===== src/rtl/mc_sequencer.sv =====
// mc_sequencer: multi-cycle control sequencer for the miniRV core.
// It steps each instruction through IF/ID/EX/MEM/WB, handshakes with the
// instruction and data memories, gates the decoder's write enables and
// counts retired instructions. It traps on illegal opcodes and memory timeouts.
//
// Handshake: a request (imem_req / dmem_req) is held high for the whole
// IF / MEM state. The cycle in which the matching ack is high completes the
// transfer. An ack seen outside its own state is ignored. If the ack has not
// arrived by the TIMEOUT-th request cycle, the sequencer goes to ERR.
module mc_sequencer #(
    parameter int TIMEOUT = 16,
    parameter int CNT_W   = 32
) (
    input  logic             clk,
    input  logic             rst_n,
    input  logic [31:0]      ins,
    input  logic             imem_ack,
    input  logic             dmem_ack,
    input  logic             halt,
    input  logic             dec_rf_wen,
    output logic             imem_req,
    output logic             dmem_req,
    output logic             dmem_we,
    output logic             ir_wen,
    output logic             pc_wen,
    output logic             rf_wen,
    output logic [2:0]       state,
    output logic [CNT_W-1:0] instret,
    output logic             illegal,
    output logic             bus_err
);

    typedef enum logic [2:0] {
        S_IF   = 3'd0,
        S_ID   = 3'd1,
        S_EX   = 3'd2,
        S_MEM  = 3'd3,
        S_WB   = 3'd4,
        S_HALT = 3'd5,
        S_TRAP = 3'd6,
        S_ERR  = 3'd7
    } state_t;

    localparam int WC_W = $clog2(TIMEOUT + 1);
    localparam logic [WC_W-1:0] WAIT_LAST = WC_W'(TIMEOUT - 1);

    state_t          state_q, state_nxt;
    logic [WC_W-1:0] wait_cnt;
    logic            imem_req_c, dmem_req_c, dmem_we_c;
    logic            ir_wen_c, pc_wen_c, rf_wen_c;
    logic            retire;

    // Opcode classification. Only the low 7 bits of IR matter here.
    logic [6:0] op;
    logic       is_load, is_store, is_branch, is_legal;
    logic       unused_ins;

    assign op         = ins[6:0];
    assign unused_ins = ^ins[31:7];
    assign is_load    = (op == 7'b0000011);
    assign is_store   = (op == 7'b0100011);
    assign is_branch  = (op == 7'b1100011);
    assign is_legal   = is_load | is_store | is_branch
                      | (op == 7'b0110011) | (op == 7'b0010011)
                      | (op == 7'b0110111) | (op == 7'b0010111)
                      | (op == 7'b1101111) | (op == 7'b1100111);

    // Next-state and Mealy output decode.
    always_comb begin
        state_nxt  = state_q;
        imem_req_c = 1'b0;
        dmem_req_c = 1'b0;
        dmem_we_c  = 1'b0;
        ir_wen_c   = 1'b0;
        pc_wen_c   = 1'b0;
        rf_wen_c   = 1'b0;
        retire     = 1'b0;
        case (state_q)
            S_IF: begin
                imem_req_c = 1'b1;
                if (imem_ack) begin
                    ir_wen_c  = 1'b1;
                    state_nxt = S_ID;
                end else if (wait_cnt == WAIT_LAST) begin
                    state_nxt = S_ERR;
                end
            end
            S_ID: state_nxt = is_legal ? S_EX : S_TRAP;
            S_EX: begin
                if (is_load || is_store) state_nxt = S_MEM;
                else if (is_branch)      retire    = 1'b1;
                else                     state_nxt = S_WB;
            end
            S_MEM: begin
                dmem_req_c = 1'b1;
                dmem_we_c  = is_store;
                if (dmem_ack) begin
                    if (is_store) retire    = 1'b1;
                    else          state_nxt = S_WB;
                end else if (wait_cnt == WAIT_LAST) begin
                    state_nxt = S_ERR;
                end
            end
            S_WB: begin
                rf_wen_c = dec_rf_wen;
                retire   = 1'b1;
            end
            S_HALT:  if (!halt) state_nxt = S_IF;
            default: state_nxt = state_q;  // TRAP and ERR hold until reset
        endcase
        // The retire cycle is also the instruction boundary where halt is sampled.
        if (retire) begin
            pc_wen_c  = 1'b1;
            state_nxt = halt ? S_HALT : S_IF;
        end
    end

    // Combinational outputs are forced low while reset is asserted.
    assign imem_req = rst_n & imem_req_c;
    assign dmem_req = rst_n & dmem_req_c;
    assign dmem_we  = rst_n & dmem_we_c;
    assign ir_wen   = rst_n & ir_wen_c;
    assign pc_wen   = rst_n & pc_wen_c;
    assign rf_wen   = rst_n & rf_wen_c;
    assign state    = state_q;

    // State register, wait counter, retire counter and sticky error flags.
    always_ff @(posedge clk or negedge rst_n) begin
        if (!rst_n) begin
            state_q  <= S_IF;
            wait_cnt <= '0;
            instret  <= '0;
            illegal  <= 1'b0;
            bus_err  <= 1'b0;
        end else begin
            state_q <= state_nxt;
            // Any state change restarts the count, so entering IF or MEM starts at 0.
            if (state_nxt != state_q)
                wait_cnt <= '0;
            else if ((imem_req_c && !imem_ack) || (dmem_req_c && !dmem_ack))
                wait_cnt <= wait_cnt + WC_W'(1);
            if (retire)
                instret <= instret + CNT_W'(1);
            if (state_q == S_ID && state_nxt == S_TRAP)
                illegal <= 1'b1;
            if (state_q != S_ERR && state_nxt == S_ERR)
                bus_err <= 1'b1;
        end
    end

endmodule

===== config.mk =====
export PLATFORM = sky130hd
export DESIGN_NAME = mc_sequencer
export DESIGN_NICKNAME = d
export VERILOG_FILES = /design/src/rtl/mc_sequencer.sv
export SDC_FILE = /design/constraint.sdc
export NUM_CORES = 1
export LEC_CHECK = 0
export BUFFER_PORTS_ARGS = -buffer_cell sky130_fd_sc_hd__buf_4
export CAP_MARGIN = 20
export CORE_ASPECT_RATIO = 0.7
export CORE_UTILIZATION = 50
export CTS_CLUSTER_SIZE = 10
export DETAILED_ROUTE_END_ITERATION = 10
export PLACE_DENSITY = 0.86
export SLEW_MARGIN = 10
export SYNTH_ARGS = -nofsm -noshare
export SYNTH_HDL_FRONTEND = slang
export SYNTH_SLANG_ARGS = --single-unit
export TNS_END_PERCENT = 20

===== constraint.sdc =====
create_clock -name clk -period 2.7 [get_ports clk]
set_clock_uncertainty 0.1 [all_clocks]
set_input_delay 0.135 -clock clk [delete_from_list [all_inputs] [get_ports clk]]
set_output_delay 0.135 -clock clk [all_outputs]
set_load 0.1 [all_outputs]

[Word level (Yosys, flattened, before mapping)]
Index checks and enable logic that the tools add are counted.
Cells by class
  $add $sub $neg: 2
  eq/ne operators: 19
  muxes and demuxes: 25
  bitwise gates (word level): 14
  reduce and logical (&&, ||, !) cells: 10
Operators by type and width (count)
  $add A32 B1 Y32 const B: 1
  $mux W3: 10
  $eq A7 B6 Y1 const B: 3
  $eq A7 B7 Y1 const B: 3
  $pmux W3 S5: 1
  $eq A7 B5 Y1 const B: 2
  $eq A3 B3 Y1 const B: 4
  $mux W1: 11
  $mux W5: 2
  $or A1 B1 Y1: 8
  $eq A7 B2 Y1 const B: 1
  $and A1 B1 Y1: 6
  $eq A3 B2 Y1 const B: 2
  $add A5 B1 Y5 const B: 1
  $eq A5 B4 Y1 const B: 1
  $logic_and A1 B1 Y1: 4
  $eq A3 B1 Y1 const B: 1
  $logic_not A3 Y1: 1
  $ne A3 B3 Y1: 1
  $ne A3 B3 Y1 const B: 1
  $pmux W1 S3: 1
  $logic_not A1 Y1: 2
  $logic_or A1 B1 Y1: 2
  $reduce_bool A2 Y1: 1
Word-level totals
  register bits after elaboration: 42
  input bits: 38
  word-level logic and storage cells: 75

[Longest topological paths before layout]
Gate-level depths: netlist of the first run.
  depth in word-level cells: 14
  gate-level depth with buffers: 9
  depth with buffers taken out: 9

[Least setup slack after synthesis of the first run]
No wires, ideal clock.
  kind: register to output
  start point: register state_q[0], in the netlist state[0]
  end point: output dmem_we
  arrival: 4596 ps
  path slack: -2131 ps
  cell stages (with the launch flop): 5
  cell sequence: dfrtp_1 > clkbuf_1 > buf_1 > nand2_1 > nor4_1
Between the ends
  cells in the longest elaborated chain, start to end: 3
RTL lines
  from (decl): RTL line 47  | state_t state_q, state_nxt;
  from (signal assigned): RTL line 136  | state_q <= state_nxt;
  $eq A3 B2 Y1: RTL line 78  | case (state_q)
  $mux W1: RTL line 78
  $and A1 B1 Y1: RTL line 121  | assign dmem_we = rst_n & dmem_we_c;
  to (decl): RTL line 23  | output logic dmem_we,
No other way between the ends.

[Worst setup path in the final report of the first run]
  start point: register wait_cnt[0]
  end point: register wait_cnt[4]
Between the ends
  cells in the longest elaborated chain, start to end: 7
  elaborated cells on any way between the ends: 11
  classes of those cells: add/sub (1); eq/ne (2); mux (7); reduce/logical (1)
RTL lines
  from (decl): RTL line 48  | logic [WC_W-1:0] wait_cnt;
  from (signal assigned): RTL line 141  | wait_cnt <= wait_cnt + WC_W'(1);
  $eq A5 B4 Y1 *: RTL line 84, 100
  $mux W3 *: RTL line 84, 100
  $mux W3, on equally long branches: RTL line 97, 81
  $pmux W3 S5 *: RTL line 78
  $mux W3 *: RTL line 112  | if (retire) begin
  net state_nxt[2]: RTL line 47
  $ne A3 B3 Y1 *: RTL line 138  | if (state_nxt != state_q)
  $mux W5 / $reduce_bool A2 Y1 (equally long branches)
The timed path passes the listed nets; every way through them passes the cells marked *. The select of a mux whose other input is x is not followed.
A chain may end at the register's enable or synchronous reset.

==> results_dict.tcl, run 1 <==
set metrics [dict create \
    hold_slack_ps 49.3 \
    syn2layout_area_growth_pct 30.0 \
    synth_ff_type "dfrtp_1" \
    yosysSeqAreaShare_pct 46.1 \
    cts-root-buf "clkbuf_8" \
    cts_max_path_buffers 2 \
    via_count 1920 \
    synth_compound_area_share_pct 9.06 \
    status "finished clean" \
    cts_inserted_buffers 5 \
    min_path_type "in2reg" \
    nets 333 \
    remaining_drc_errors 0 \
    finish.utilization_pct 68.0 \
    drive_above_1_share_pct 37.0 \
    fp-row-count 20 \
    start_util_pct 52.4 \
    synth_top_area_cell "dfrtp_1" \
    wl_per_cell_um 14.8 \
    synth_edf_count 0 \
    clock_latency_ps 280 \
    finalWeightedCongestion 0.893 \
    ant_nets 0 \
    cts_tree "yes" \
    synth-seq-cells 42 \
    power_density_nw_per_um2 921 \
    start_kind "flop" \
    cts_setup_buffers 0 \
    synth_fa_ha_area_share_pct 1.65 \
    maxSlewHeadroom_pct 68.1 \
    yosys.area_share.simple_pct 26.4 \
    synth_warnings 0 \
    via_per_inst 5.53 \
    grt-ovfl-total 0 \
    drt_pre_antenna_iters 4 \
    grt_pass1_vias 1777 \
    cp_data_required_time_ps 2810 \
    syn_inst 227 \
    clkSlewWorstSetupHoldPaths_ps 70 \
    placed_area_um2 2870 \
    die_x_um 82.7 \
    die_y_um 58.5 \
    crit_type "reg2reg" \
    io_pins 81 \
    core_area_um2 4350 \
    cap_violations 0 \
    dp_hpwl_um 3900 \
    tightest_slew_ps 477 \
    finalPower_mw 2.73 \
    slew_violations 0 \
    fmax_ghz 0.392 \
    antenna_cells 0 \
    grt_max_degree 26 \
    synthMuxAreaShare_pct 0.933 \
    grt_use_total_pct 23.3 \
    end_kind "flop" \
    synthXorXnorAreaFrac_pct 13.4 \
    power_leakage_nw 1.36 \
    ys_top_cells_by_area "dfrtp_1 (46%), xnor2_1 (8.5%), xor2_1 (4.2%), nand3_1 (3.5%), nor2_1 (3.1%)" \
    final_cell_area_um2 2960 \
    worstPathArrival_ps 2660 \
    antenna_found_initial 0 \
    wl_um 5130 \
    drt_iter0_drc 177 \
    syn_avg_cell_area_um2 10.0 \
    synth_top_family_by_area "simple AND/OR/NAND/NOR gates" \
    synth_area_um2 2280 \
    async_flop_share_pct 100 \
    grt_first_pass_wirelength_um 8420 \
    synth_top_area_share_pct 46.1 \
    ys_types 51 \
    syn-num-nets 268 \
    vdd_ir_drop_max_mv 0.837 \
    clock-sinks 42 \
    hold_viol_final 0 \
    htreeDepth 2 \
    min_period_ps 2550 \
    dieArea_um2 4840 \
    post-route-period-util_pct 94.6 \
    path_max_fanout 5 \
    port-buffer-count 55 \
    finalSetupViolations 0 \
    grt_setup_unrepaired "no" \
]
[metrics by stage]
step                setup TNS [ps]  worst slack (ps)  instances
floorplan                    -12.1             -12.1        227
global placement                 0               107        339
detailed placement               0              63.9        339
CTS                              0              46.9        347
global route                     0              39.7        347
finish                           0               146        347
[cells in the mapped netlist (2+ instances only)]
cell type,number
nor2_1,19
ha_1,3
nand3_1,16
nand4_1,5
clkbuf_1,4
a211oi_1,2
o22ai_1,3
nor4_1,3
dfrtp_1,42
or3_4,2
a21oi_1,6
nor2b_1,3
and4_1,2
and3_1,5
nand2_1,17
nand2b_1,3
inv_1,8
o21ai_0,5
and2_1,6
xnor2_1,22
xor2_1,11
or2_2,2
nor3b_1,2
and3_2,2
nor3_1,8
[worst paths after layout]
check,endpoint,slack [ps],cells after the start,start
max,wait_cnt[4]$_DFFE_PN0P_,150,9,wait_cnt[0]$_DFFE_PN0P_
min reg2reg,illegal$_DFFE_PN0P_,370,1,illegal$_DFFE_PN0P_
min in group asynchronous,instret[15]$_DFFE_PN0P_,180,2,rst_n
max reg2reg,wait_cnt[4]$_DFFE_PN0P_,150,9,wait_cnt[0]$_DFFE_PN0P_
max in group asynchronous,instret[10]$_DFFE_PN0P_,1730,3,rst_n
min,state[0]$_DFF_PN0_,50,3,halt
[critical path, cell delays in order (launching register included)]
cell,delay (ps)
dfrtp_1,410
ha_1,220
and3_1,190
ha_1,220
nor3b_1,150
o2bb2ai_1,170
o31ai_1,90
o32a_1,350
a221o_1,420
a211oi_2,160
[cell families after synthesis]
family          after synthesis
simple gates                104
flops                        42
xor+xnor                     34
compound gates               28
buf+inv                      14
fa+ha+maj                     3
mux                           2
[state kept, by name (all words and copies together), names as in the netlist]
name and cells:
bus_err 1, wait_cnt 5, state 3, illegal 1, instret 32
[layout by cell type, fill, tap and decap left out, types with 3 or more instances in the layout]
| cell | instances |
|---|---|
| nor3_1 | 6 |
| xor2_1 | 11 |
| and3_1 | 5 |
| dfrtp_2 | 10 |
| nand3_1 | 16 |
| nand4_1 | 5 |
| buf_4 | 63 |
| nand2b_1 | 3 |
| ha_1 | 3 |
| nand2_1 | 17 |
| o21ai_0 | 5 |
| inv_1 | 8 |
| and2_1 | 5 |
| dfrtp_1 | 26 |
| clkbuf_8 | 5 |
| nor2b_1 | 3 |
| nor2_1 | 18 |
| dfrtp_4 | 6 |
| a21oi_1 | 6 |
| o22ai_1 | 3 |
| xnor2_1 | 22 |
[routing by layer]
layer	track usage, %	wire, um	vias to the layer above	share of wire (%)
li1	-	-	932	-
met3	5.89	398	11	7.8
met2	33.3	2270	76	44
met1	35.1	2390	901	47
met4	6.40	63	0	1.2
met5	0	0	-	0
[final cells by class]
type | count | area, um^2
sequential | 42 | 1090
fill | 354 | 1390
clock buffer | 7 | 76.3
multi-input combinational | 171 | 1220
inverter | 8 | 30.0
timing repair buffer | 64 | 483
tap | 55 | 68.8
[where the power goes]
group | leakage [nW] | switching, mW | internal (mW)
Clock | 0.0383 | 0.190 | 0.178
Sequential | 0.527 | 0.103 | 0.742
Combinational | 0.791 | 1.10 | 0.420
Total | 1.36 | 1.39 | 1.34
[repair_timing]
item                       in CTS  in global routing
hold endpoints to repair       22                  0
hold buffers                    1                  0
setup endpoints to repair       0                  4
gates resized for setup         0                  1
(Power assumes the default switching activity.)
==> run 2, diff against run 1 <==
--- a/config.mk
+++ b/config.mk
@@ -12,6 +12,7 @@
 export CTS_CLUSTER_SIZE = 10
 export DETAILED_ROUTE_END_ITERATION = 10
 export PLACE_DENSITY = 0.86
+export REMOVE_ABC_BUFFERS = 1
 export SLEW_MARGIN = 10
 export SYNTH_ARGS = -nofsm -noshare
 export SYNTH_HDL_FRONTEND = slang
==> run 2 against run 1 <==
Critical path depth increased by 1. Critical endpoint is now wait_cnt[2]$_DFFE_PN0P_. Sequential power down 3.4%. Largest cell class unchanged. Non-clock buffer count up 2. Die area is the same. First-iteration DRC count is 45% lower.
==> results_dict.tcl, run 2 (synthesis gave the netlist of run 1 again) <==
set metrics [dict create \
    io_pins 81 \
    switchingPower_mw 1.36 \
    fill_cells 364 \
    fin_ws_ps 132 \
    grt_setup_unrepaired "no" \
    cap_violations 0 \
    grt_use_met2_pct 32.7 \
    grt_pass1_vias 1792 \
    min_path_type "in2reg" \
    grt-ovfl-total 0 \
    cts_resized 0 \
    grt_use_met3_pct 6.20 \
    core_area_um2 4350 \
    remaining_drc_errors 0 \
    htreeDepth 2 \
    cts_tree "yes" \
    drt_pre_antenna_iters 4 \
    crit_type "reg2reg" \
    power_density_nw_per_um2 931 \
    dieArea_um2 4840 \
    tightest_slew_ps 441 \
    port-buffer-count 55 \
    grt_use_total_pct 22.6 \
    wl_um 4880 \
    cts_inserted_buffers 5 \
    grt_max_degree 24 \
    grt_first_pass_wirelength_um 8250 \
    syn2layout_area_growth_pct 27.7 \
    final_common_cell "buf_4" \
    slew_violations 0 \
    hold_slack_ps 30.2 \
    nets 335 \
    largest_register_ffs 32 \
    end_kind "flop" \
    finalSetupViolations 0 \
    post-route-period-util_pct 95.1 \
    clock-sinks 42 \
    clock_latency_ps 300 \
    fp-row-count 20 \
    via_count 1906 \
    finalPower_mw 2.71 \
    p_seq_share_pct 30.1 \
    ant_nets 0 \
    worstPathArrival_ps 2700 \
    via_per_inst 5.45 \
    wl_per_cell_um 13.9 \
    clock_power_share_pct 15.2 \
    vdd_ir_drop_max_mv 0.514 \
    regMostFlops "instret" \
    status "finished clean" \
    grt-busiest-layer "met1" \
    cp_data_required_time_ps 2830 \
    clkSlewWorstSetupHoldPaths_ps 80 \
    drt_iter0_drc 97 \
    finalWeightedCongestion 0.931 \
    antenna_found_initial 0 \
    start_util_pct 52.4 \
    path_max_fanout 4 \
    drive_above_1_share_pct 30.2 \
    die_y_um 58.5 \
    p_int_mw 1.35 \
    power_leakage_nw 1.38 \
    cts-root-buf "clkbuf_8" \
    detailedPlace.worstSlack_ps 57.2 \
    antenna_cells 0 \
    dp_hpwl_um 3750 \
    cts_max_path_buffers 2 \
    pwr-share-comb_pct 54.7 \
    die_x_um 82.7 \
    grt.met1_usage_pct 33.6 \
    start_kind "flop" \
    min_period_ps 2570 \
    fmax_ghz 0.389 \
    final_cell_mix "buf_4 (65), dfrtp_1 (42), xnor2_1 (22)" \
    tns_ps 0 \
    maxSlewHeadroom_pct 70.3 \
    hold_viol_final 0 \
    p_sw_share_pct 50.2 \
]
[run 2: changes by cell type in the layout (fill, tap and decap cells not counted), sizes merged]
cell | before | now
buf | 63 | 65
clkinv | 0 | 1
[run 2: final timing paths]
| check | start | end | slack [ps] | cells past startpoint |
|---|---|---|---|---|
| max reg2reg | wait_cnt[0]$_DFFE_PN0P_ | wait_cnt[2]$_DFFE_PN0P_ | 130 | 10 |
| min | halt | state[0]$_DFF_PN0_ | 30 | 3 |
| min reg2reg | illegal$_DFFE_PN0P_ | illegal$_DFFE_PN0P_ | 390 | 1 |
| max | wait_cnt[0]$_DFFE_PN0P_ | wait_cnt[2]$_DFFE_PN0P_ | 130 | 10 |
| max in group asynchronous | rst_n | instret[26]$_DFFE_PN0P_ | 1770 | 3 |
| min in group asynchronous | rst_n | state[0]$_DFF_PN0_ | 160 | 2 |
[run 2: repair_timing]
item                                    4_1_cts  5_1_grt
endpoints found under the setup margin        0        1
hold buffers                                  1        0
endpoints found under the hold margin        42        0
setup buffers                                 0        1
[run 2: through the flow]
step / instances / util (%) / cell area (um^2)
after floorplan: 221 / - / 2250
after global routing: 350 / 66.9 / 2910
after detailed placement: 340 / 64.4 / 2800
final: 350 / 66.9 / 2910
after CTS: 349 / 66.7 / 2900
after global placement: 340 / 64.4 / 2800
[run 2: power groups by stage]
stage | Combinational, mW | Sequential (mW) | Clock, mW
6_report | 1.48 | 0.816 | 0.411
5_1_grt | 1.57 | 0.833 | 0.440
4_1_cts | 1.46 | 0.815 | 0.420
3_5_place_dp | 1.45 | 0.827 | 0
3_3_place_gp | 1.44 | 0.826 | 0
2_1_floorplan | 0.540 | 1.36 | 0
[run 2: layout make-up]
class / instances / area [um^2] / area share [%]
flip-flops and latches: 42 / 1050 / 36.1
multi-input cells: 171 / 1170 / 40.3
repair buffers: 66 / 498 / 17.1
clock buffers: 7 / 86.3 / 2.97
clock inverters: 1 / 5.00 / 0.172
well taps: 55 / 68.8 / 2.36
inverters: 8 / 30.0 / 1.03
[run 2: layer usage]
| metal | vias up | part of all wire (%) |
|---|---|---|
| met5 | - | 0 |
| met4 | 0 | 0.90 |
| met3 | 6 | 7.1 |
| met2 | 58 | 44 |
| met1 | 904 | 48 |
| li1 | 938 | - |
[run 2: worst max-delay path: stages, from the launching register on]
cell and delay (ps):
dfrtp_1 410, ha_1 220, and3_1 180, ha_1 220, nor3b_1 150, o2bb2ai_1 140
o31ai_1 90, o32a_1 340, a221o_1 380, buf_4 160, nor2_1 100
==> run 3, diff against run 2 <==
==> constraint.sdc (replaced) <==
create_clock -name clk -period 2.7 [get_ports clk]
set_clock_uncertainty 0.1 [all_clocks]
set_input_delay 0.675 -clock clk [delete_from_list [all_inputs] [get_ports clk]]
set_output_delay 0.675 -clock clk [all_outputs]
set_load 0.1 [all_outputs]
==> run 3 against run 2 <==
Fmax decreased by 4.7%. Count of clock-buffer cells in the layout did not move. Routed wire length rose by 4.3%. Via count up 4.6%. Sequential power fell by 1%. Global-route usage grew 0.90 points. Core utilization is 3.6 points higher. First-iteration DRC count increased by 73%. Largest power group unchanged.
==> results_dict.tcl, run 3 (synthesis gave the netlist of run 1 again) <==
set metrics [dict create \
    clock-sinks 42 \
    fmax_ghz 0.371 \
    antenna_found_initial 0 \
    cap_violations 0 \
    die_x_um 82.7 \
    multi_input_area_um2 1200 \
    start_util_pct 52.4 \
    remaining_drc_errors 0 \
    htreeDepth 2 \
    grt_max_degree 23 \
    via_per_inst 5.45 \
    grt_pass1_vias 1832 \
    syn2layout_area_growth_pct 34.6 \
    cts_hold_buf 0 \
    antenna_cells 0 \
    cts_max_path_buffers 2 \
    path_cells "buf_4 -> nand4bb_4 -> o41a_4 -> buf_6 -> nor2_4 -> and2_4 -> buf_12" \
    cts_tree "yes" \
    fp-row-count 20 \
    seq_area_um2 1050 \
    hold_slack_ps 77.4 \
    final_cell_mix "buf_4 (79), dfrtp_1 (42), xnor2_1 (22)" \
    regMostFlops "instret" \
    drt_iter0_drc 168 \
    slew_violations 0 \
    status "finished clean" \
    drive_above_1_share_pct 35.4 \
    finalWeightedCongestion 0.879 \
    dp_hpwl_um 4020 \
    vdd_ir_drop_max_mv 0.818 \
    hold_viol_final 0 \
    power_leakage_nw 1.46 \
    m1WireLength_um 2500 \
    path_max_fanout 4 \
    end_kind "primary output" \
    ant_nets 0 \
    largest_register_ffs 32 \
    cp.buffers_inverters 3 \
    crit_type "in2out" \
    top_layer_used "met4" \
    clkSlewWorstSetupHoldPaths_ps 60 \
    min_path_type "in2async" \
    cts-root-buf "clkbuf_8" \
    nets 352 \
    wl_per_cell_um 13.9 \
    grt-ovfl-total 0 \
    cts_inserted_buffers 5 \
    start_kind "input port" \
    dieArea_um2 4840 \
    grt_setup_unrepaired "yes" \
    finalSetupViolations 0 \
    critPathMaxStageDelay_ps 380 \
    r2r_cells 9 \
    critical_path.top_delay_family "simple AND/OR/NAND/NOR gates" \
    tightest_slew_ps 450 \
    wl_met2_um 2210 \
    maxSlewHeadroom_pct 69.9 \
    post-route-period-util_pct 99.8 \
    cp_data_required_time_ps 1920 \
    tns_ps 0 \
    port-buffer-count 55 \
    slowest_stage "o41a_4" \
    grt_use_total_pct 23.5 \
    io_pins 81 \
    core_area_um2 4350 \
    grt_first_pass_wirelength_um 8510 \
    min_period_ps 2690 \
    clock_latency_ps 290 \
    via_count 1993 \
    worstPathArrival_ps 1920 \
    drt_pre_antenna_iters 5 \
    die_y_um 58.5 \
    wl_um 5090 \
    path_depth 7 \
    wl_met3_um 341 \
    power_density_nw_per_um2 910 \
    fill_cells 328 \
    final_common_cell "buf_4" \
]
[run 3: per-stage QoR]
| step | instance area (um^2) | total power [mW] | setup WS [ps] | std cells | util [%] |
|---|---|---|---|---|---|
| 2_1_floorplan | 2250 | 1.90 | -2380 | 221 | - |
| 3_3_place_gp | 2950 | 2.36 | -239 | 359 | 67.6 |
| 3_5_place_dp | 2950 | 2.37 | -250 | 359 | 67.6 |
| 4_1_cts | 3050 | 2.78 | 1.45 | 366 | 70.1 |
| 5_1_grt | 3070 | 2.93 | -45.2 | 366 | 70.5 |
| 6_report | 3070 | 2.79 | 5.30 | 366 | 70.5 |
[run 3: power breakdown]
group          switching [mW]  total (mW)  leakage [nW]  internal (mW)
Sequential             0.0929       0.805         0.551          0.712
Clock                   0.194       0.372        0.0383          0.178
Combinational            1.10        1.62         0.873          0.512
Total                    1.39        2.79          1.46           1.40
[run 3: routing by layer]
| layer | track usage [%] | up-vias |
|---|---|---|
| met4 | 5.17 | 0 |
| met2 | 32.8 | 56 |
| met1 | 36.1 | 954 |
| li1 | - | 978 |
| met3 | 6.67 | 5 |
| met5 | 0 | - |
[run 3: area by class of cell]
cell class,count,share of cell area [%]
multi-input combinational,171,39.0
sequential,42,34.2
timing repair buffer,83,21.1
clock buffer,7,2.49
tap,55,2.24
inverter,8,0.978
[run 3: what timing repair did]
action	CTS	global route
resized for setup	8	4
setup endpoints to repair	2	3
pin swaps	1	2
setup buffers	0	0
[run 3: final timing paths]
check                                             start                       to  slack, ps
worst max-delay path                             ins[3]                   pc_wen          5
min in group clk                    illegal$_DFFE_PN0P_      illegal$_DFFE_PN0P_        380
worst min-delay path                              rst_n       state[2]$_DFF_PN0_         80
max in group asynchronous                         rst_n   instret[9]$_DFFE_PN0P_       1990
worst max register to register  wait_cnt[0]$_DFFE_PN0P_  wait_cnt[4]$_DFFE_PN0P_        140
worst min register to register      illegal$_DFFE_PN0P_      illegal$_DFFE_PN0P_        380
